[config.mk]
export PLATFORM = sky130hd
export DESIGN_NAME = divu_p6y3
export DESIGN_NICKNAME = d
export VERILOG_FILES = /design/src/rtl/divu_p6y3.sv
export SDC_FILE = /design/constraint.sdc
export NUM_CORES = 1
export LEC_CHECK = 0
export BUFFER_PORTS_ARGS = -buffer_cell sky130_fd_sc_hd__clkbuf_2
export CAP_MARGIN = 5
export CELL_PAD_IN_SITES_DETAIL_PLACEMENT = 1
export CELL_PAD_IN_SITES_GLOBAL_PLACEMENT = 2
export CORE_MARGIN = 5
export CORE_UTILIZATION = 37
export CTS_CLUSTER_SIZE = 25
export DETAILED_ROUTE_END_ITERATION = 10
export PLACE_DENSITY_LB_ADDON = 0.25
export SLEW_MARGIN = 20
export SYNTH_ARGS = -nofsm -noshare
export SYNTH_HDL_FRONTEND = slang
export SYNTH_SLANG_ARGS = --single-unit
export TNS_END_PERCENT = 5
[constraint.sdc]
create_clock -name clk -period 4.9 [get_ports clk]
set_input_delay 0.735 -clock clk [delete_from_list [all_inputs] [get_ports clk]]
set_output_delay 0.735 -clock clk [all_outputs]
set_load 0.005 [all_outputs]
[src/rtl/divu_p6y3.sv]
// Sequential unsigned restoring divider, companion to the 3x3 multiplier.
// Divides a P_WIDTH-bit dividend by a Y_WIDTH-bit divisor and produces one
// quotient bit per clock, MSB first. The start/rdy/done handshake matches the
// multiplier so both units can share a datapath.
module divu_p6y3 #(
  parameter int P_WIDTH = 6,
  parameter int Y_WIDTH = 3
) (
  input  logic               clk,
  input  logic               rst_n,
  input  logic               start,
  input  logic [P_WIDTH-1:0] p,
  input  logic [Y_WIDTH-1:0] y,
  output logic [P_WIDTH-1:0] q,
  output logic [Y_WIDTH-1:0] r,
  output logic               rdy,
  output logic               done,
  output logic               dz
);

  localparam int CW = $clog2(P_WIDTH + 1);
  localparam logic [CW-1:0] CNT_LOAD = CW'(P_WIDTH);

  typedef enum logic [1:0] {
    S_IDLE = 2'd0,
    S_BUSY = 2'd1,
    S_DONE = 2'd2
  } state_t;

  state_t             state;
  // Dividend bits leave at the MSB while quotient bits enter at the LSB, so
  // after P_WIDTH steps this one register holds the complete quotient.
  logic [P_WIDTH-1:0] dvd;
  logic [Y_WIDTH-1:0] dvs;
  // R < y holds after every step, so R's top bit is always zero and only the
  // low Y_WIDTH bits are stored.
  logic [Y_WIDTH-1:0] rem;
  logic [CW-1:0]      cnt;

  logic [Y_WIDTH:0]   t;
  logic [Y_WIDTH-1:0] diff;
  logic [Y_WIDTH-1:0] rem_nxt;
  logic               qbit;

  // One restoring step: trial-subtract the divisor from the shifted remainder.
  // The true difference is below y, so a Y_WIDTH-bit modular subtract is exact.
  always_comb begin
    t       = {rem, dvd[P_WIDTH-1]};
    qbit    = (t >= {1'b0, dvs});
    diff    = t[Y_WIDTH-1:0] - dvs;
    rem_nxt = qbit ? diff : t[Y_WIDTH-1:0];
  end

  // Control FSM plus datapath registers; all outputs are registered.
  always_ff @(posedge clk or negedge rst_n) begin
    if (!rst_n) begin
      state <= S_IDLE;
      dvd   <= '0;
      dvs   <= '0;
      rem   <= '0;
      cnt   <= '0;
      q     <= '0;
      r     <= '0;
      dz    <= 1'b0;
      done  <= 1'b0;
      rdy   <= 1'b1;
    end else begin
      done <= 1'b0;
      case (state)
        S_IDLE, S_DONE: begin
          if (start) begin
            dvd <= p;
            dvs <= y;
            rem <= '0;
            cnt <= CNT_LOAD;
            if (y == '0) begin
              state <= S_DONE;
              q     <= '1;
              r     <= '0;
              dz    <= 1'b1;
              done  <= 1'b1;
              rdy   <= 1'b1;
            end else begin
              state <= S_BUSY;
              rdy   <= 1'b0;
            end
          end else begin
            state <= S_IDLE;
            rdy   <= 1'b1;
          end
        end
        S_BUSY: begin
          dvd <= {dvd[P_WIDTH-2:0], qbit};
          rem <= rem_nxt;
          cnt <= cnt - CW'(1);
          if (cnt == CW'(1)) begin
            state <= S_DONE;
            q     <= {dvd[P_WIDTH-2:0], qbit};
            r     <= rem_nxt;
            dz    <= 1'b0;
            done  <= 1'b1;
            rdy   <= 1'b1;
          end
        end
        default: begin
          state <= S_IDLE;
          rdy   <= 1'b1;
        end
      endcase
    end
  end

endmodule

-- Yosys cells after proc, flatten, opt, wreduce, memory -nomap -nowiden
Cells that the tools add are included.
- memory bits (read-only): 0
- bits in writable memories: 0
- word-level logic and storage cells: 56
- memories kept: 0
- input bits: 12
- latch bits: 0
- flip-flop bits (word level): 29
- multiplexer cells: 30
- shift-type cells: 0
- div/mod/pow operators: 0
- magnitude comparators: 1
- bitwise logic cells: 0
- add/subtract/negate cells: 2
- reductions and logical operators: 7
- equal/unequal tests: 6
- multipliers: 0
- operator list (operator ; number):
    $mux 6 ; 4
    $pmux 6 s2 ; 2
    $mux 3 ; 6
    $pmux 3 s2 ; 3
    $mux 1 ; 8
    $mux 2 ; 3
    $ne 2x2->1 const B ; 3
    $pmux 1 s2 ; 3
    $ge 4x3->1 ; 1
    $pmux 2 s2 ; 1
    $reduce_and 2->1 ; 2
    $reduce_and 4->1 ; 1
    $eq 3x1->1 const B ; 1
    $logic_not 3->1 ; 1
    $sub 3x1->3 const B ; 1
    $sub 3x3->3 ; 1
    $eq 2x1->1 const B ; 1
    $eq 2x2->1 const B ; 1
    $logic_not 2->1 ; 1
    $reduce_bool 2->1 ; 1
    $reduce_or 2->1 ; 1

-- Depth between registers and ports, before layout
- depth in word-level cells: 4
- gate-level depth with buffers: 7

-- Least setup slack after synthesis
OpenSTA, ideal clock, no wires.
- kind: reg2reg
- start: register dvd[5]
- end: register r[1]
- stages on the path, launching flop included: 7
- setup slack: 3.187 ns
- data arrival time: 1.631 ns
- path buffers: 0
- data required time: 4.818 ns
- clock period less this slack: 1.713 ns
- library setup time: 0.082 ns
- cells stage by stage: dfrtp_1 > inv_1 > ha_1 > fa_1 > nand2b_1 > a311o_1 > a31oi_1
- longest elaborated chain between the ends: 4
- ends and longest elaborated chain (what ; line ; text):
    start: declaration ; 33 ; logic [P_WIDTH-1:0] dvd;
    start signal: assignment ; 72 ; dvd <= p;
    start signal: assignment ; 93 ; dvd <= {dvd[P_WIDTH-2:0], qbit};
    $ge 4x3->1 or $sub 3x3->3 (tied branches) ; 49, 50 ;
    $mux 3 * ; 51 ; rem_nxt = qbit ? diff : t[Y_WIDTH-1:0];
    $mux 3 * ; 96 ; if (cnt == CW'(1)) begin
    $pmux 3 s2 * ; 69 ; case (state)
    end signal: assignment ; 99 ; r <= rem_nxt;
    end: declaration ; 15 ; output logic [Y_WIDTH-1:0] r,
Every way passes the cells marked *; elsewhere a longest branch is shown, timed or not. The select of a mux whose other input is x is not followed.
A chain may end at the register's enable or synchronous reset.

-- Final worst setup path
Same ends and word-level chain as after synthesis.

==> impl_results.md <==
* First-pass GRT wire length at 5.89 mm
* DRC errors left at 0
* CTS Root Cell: clkbuf_8
* Ratio of cells with drive above 1 in the final layout at 22.5%
* Top area cells in the synthesized netlist: dfrtp_1 49%, nand2_1 5.2%, ha_1 4.3%
* Final hold violations at 0
* Ys async rst share at 100%
* Vias per cell at 5.17
* ANT nets after route at 0
* Post-Syn Instances at 147
* Worst EP arrival at 2.05 ns
* Post-synth EDFFs at 0
* Syn_area_per_cell at 9.80 µm²
* Hold crit path type: reg -> reg
* TritonCTS buffer count at 5
* Status: finished, final reports clean
* Tmin final at 1.85 ns
* Fin Setup TNS at 0 ns
* Critical-path maximum fanout at 4
* FMAX at 541 MHz
* RD Place Congestion at 0.776
* Max_slew headroom at 41.3%
* Period utilization at 37.8%
* Area leader, netlist: dfrtp_1
* FP Rows at 22
* Largest net degree at the start of global routing at 30
* RSZ-0062 raised after global routing: no
* Final setup viols at 0
* WL/cell at 15.6 µm
* Area delta synth->final at 14.2%
* Clock sink count at 29
* Deepest clock path buffer count at 2
* Antenna Cells at 0
* Overall die height at 72.4 µm
* Post-CTS sizing at 0
* IO Pins at 24
* Syn_nets at 165
* Max VDD drop at 0.233 mV
* Setup clock skew after layout at 0.00628 ns
* Ys Warns at 0
* Distinct cells, synth at 35
* Critical path startpoint category: flip-flop
* Initial antenna violation count at 0
* Crit-path slowest cell: fa_1
* Max Cap Viol at 0
* Initial core utilization at 38.8%
* Crit Path Category: reg -> reg
* Post-synth top area share at 48.7%
* Final worst slack at 3.05 ns
* Worst-Skew Late Latency at 0.28 ns
* Worst-path clk slew at 0.06 ns
* Hold slack at 0.493 ns
* Drt first-iter violations at 44
* Fillers at 451
* Seq/Total Area, Yosys at 50.5%
* Most common flop cell mapped by yosys: dfrtp_1
* Leak Pwr at 0.772 nW
* Total wire length at 3.40 mm
* Final #Nets at 186
* Most frequent cells in the layout: 28 x dfrtp_1, 23 x clkbuf_2, 20 x nand2_1
* Worst path top cell family by delay: adder cells
* PortBufs at 23
* Flops & latches, synth at 29
* Critical Path RT at 5.10 ns
* Postcts setup bufs at 0
* CTS H-tree lvls at 2
* Final HPWL DP at 2.47 mm
* Most common cell after layout, fill and taps aside: dfrtp_1
* Pwr/cell area at 694 nW/µm²
* CTS tree: built
* CTS Hold Bufs at 0
* Setup crit end kind: flip-flop
* CORE AREA at 3720 µm²
* Die footprint at 5240 µm²
* GR Overflow Total at 0
* R2r setup slk at 3.05 ns
* Horiz. Die Dim at 72.4 µm
* Drt pass-1 iters at 4
* Number of global-route vias before repair at 1196
* Gr usage total at 14.8%
* WP buf/inv at 1
* Crit-path cells: inv_1 > ha_1 > fa_1 > nand2b_1 > a311o_1 > a31oi_1
* Slew @ Worst Pin at 0.875 ns
* Max-slew violations at 0
* Vias post-DR at 1121
* Mapped Area at 1440 µm²
* Pre-CTS WS at 2.76 ns
* CP peak stage delay at 0.42 ns
-- cells in the mapped netlist (all sizes together) (3+ instances only) --
master	n
nand2	20
inv	11
dfrtp	28
buf	10
nor2	7
nand2b	3
a21oi	11
nand3	7
a31oi	7
a211oi	3
ha	5
o21ai	12
-- routing by layer --
metal / vias to the layer above / wire length (µm) / global-route usage [%]
met5: - / 0 / 0
met1: 550 / 1510 / 18.0
met2: 19 / 1720 / 24.7
met4: 0 / 14 / 4.30
met3: 2 / 152 / 5.40
li1: 550 / - / -
-- where the power goes --
part,total [mW],internal (mW),switching (mW),leakage (nW)
Combinational,0.525,0.220,0.305,0.398
Sequential,0.430,0.354,0.0759,0.329
Clock,0.188,0.0982,0.0900,0.0450
Total,1.14,0.671,0.471,0.772
-- cells by family after synthesis --
| group | after synthesis | share of synthesized area (%) |
|---|---|---|
| AO/OA/AOI/OAI | 44 | 20.0 |
| AND/OR/NAND/NOR | 44 | 14.8 |
| flip-flops | 29 | 50.5 |
| buffers and inverters | 21 | 7.04 |
| adder cells (fa/ha/maj) | 6 | 5.73 |
| multiplexers | 2 | 1.39 |
| XOR/XNOR | 1 | 0.608 |
-- final timing paths --
check,start,to,depth (start not counted)
max reg2reg,dvd[5],r[1],6
max,dvd[5],r[1],6
max in group asynchronous,rst_n,cnt[1],1
min,dvs[0],dvs[0],2
min in group asynchronous,rst_n,dvd[3],1
min reg2reg,dvs[0],dvs[0],2
-- metrics by stage --
stage	cells	area (µm²)	util, %	power, mW
after floorplan	147	1440	-	0.819
after global placement	209	1560	42.1	0.940
after detailed placement	209	1560	42.1	0.965
after CTS	217	1650	44.3	1.17
after global routing	217	1650	44.3	1.26
final	217	1650	44.3	1.14
-- state kept, by name (all words and copies together), names as in the netlist --
register and count:
dz 1, state 2, dvd 6, q 6, cnt 3, rdy 1, r 3, dvs 3
rem 3, done 1
-- layout make-up --
cell class	instances	area (µm²)	share of cell area, %
clock buffer	6	72.6	4.41
clock inverter	2	10.0	0.608
inverter	11	41.3	2.51
multi-input combinational	97	612	37.2
sequential	29	727	44.2
tap	48	60.1	3.65
timing repair buffer	24	123	7.45
-- worst reg2reg max path, cell delays in order, from the launching register on --
cell      delay, ns
dfrtp_1        0.38
inv_1          0.06
ha_1           0.20
fa_1           0.42
nand2b_1       0.20
a311o_1        0.35
a31oi_1        0.16
No activity file was read; power rests on OpenSTA's default activity.
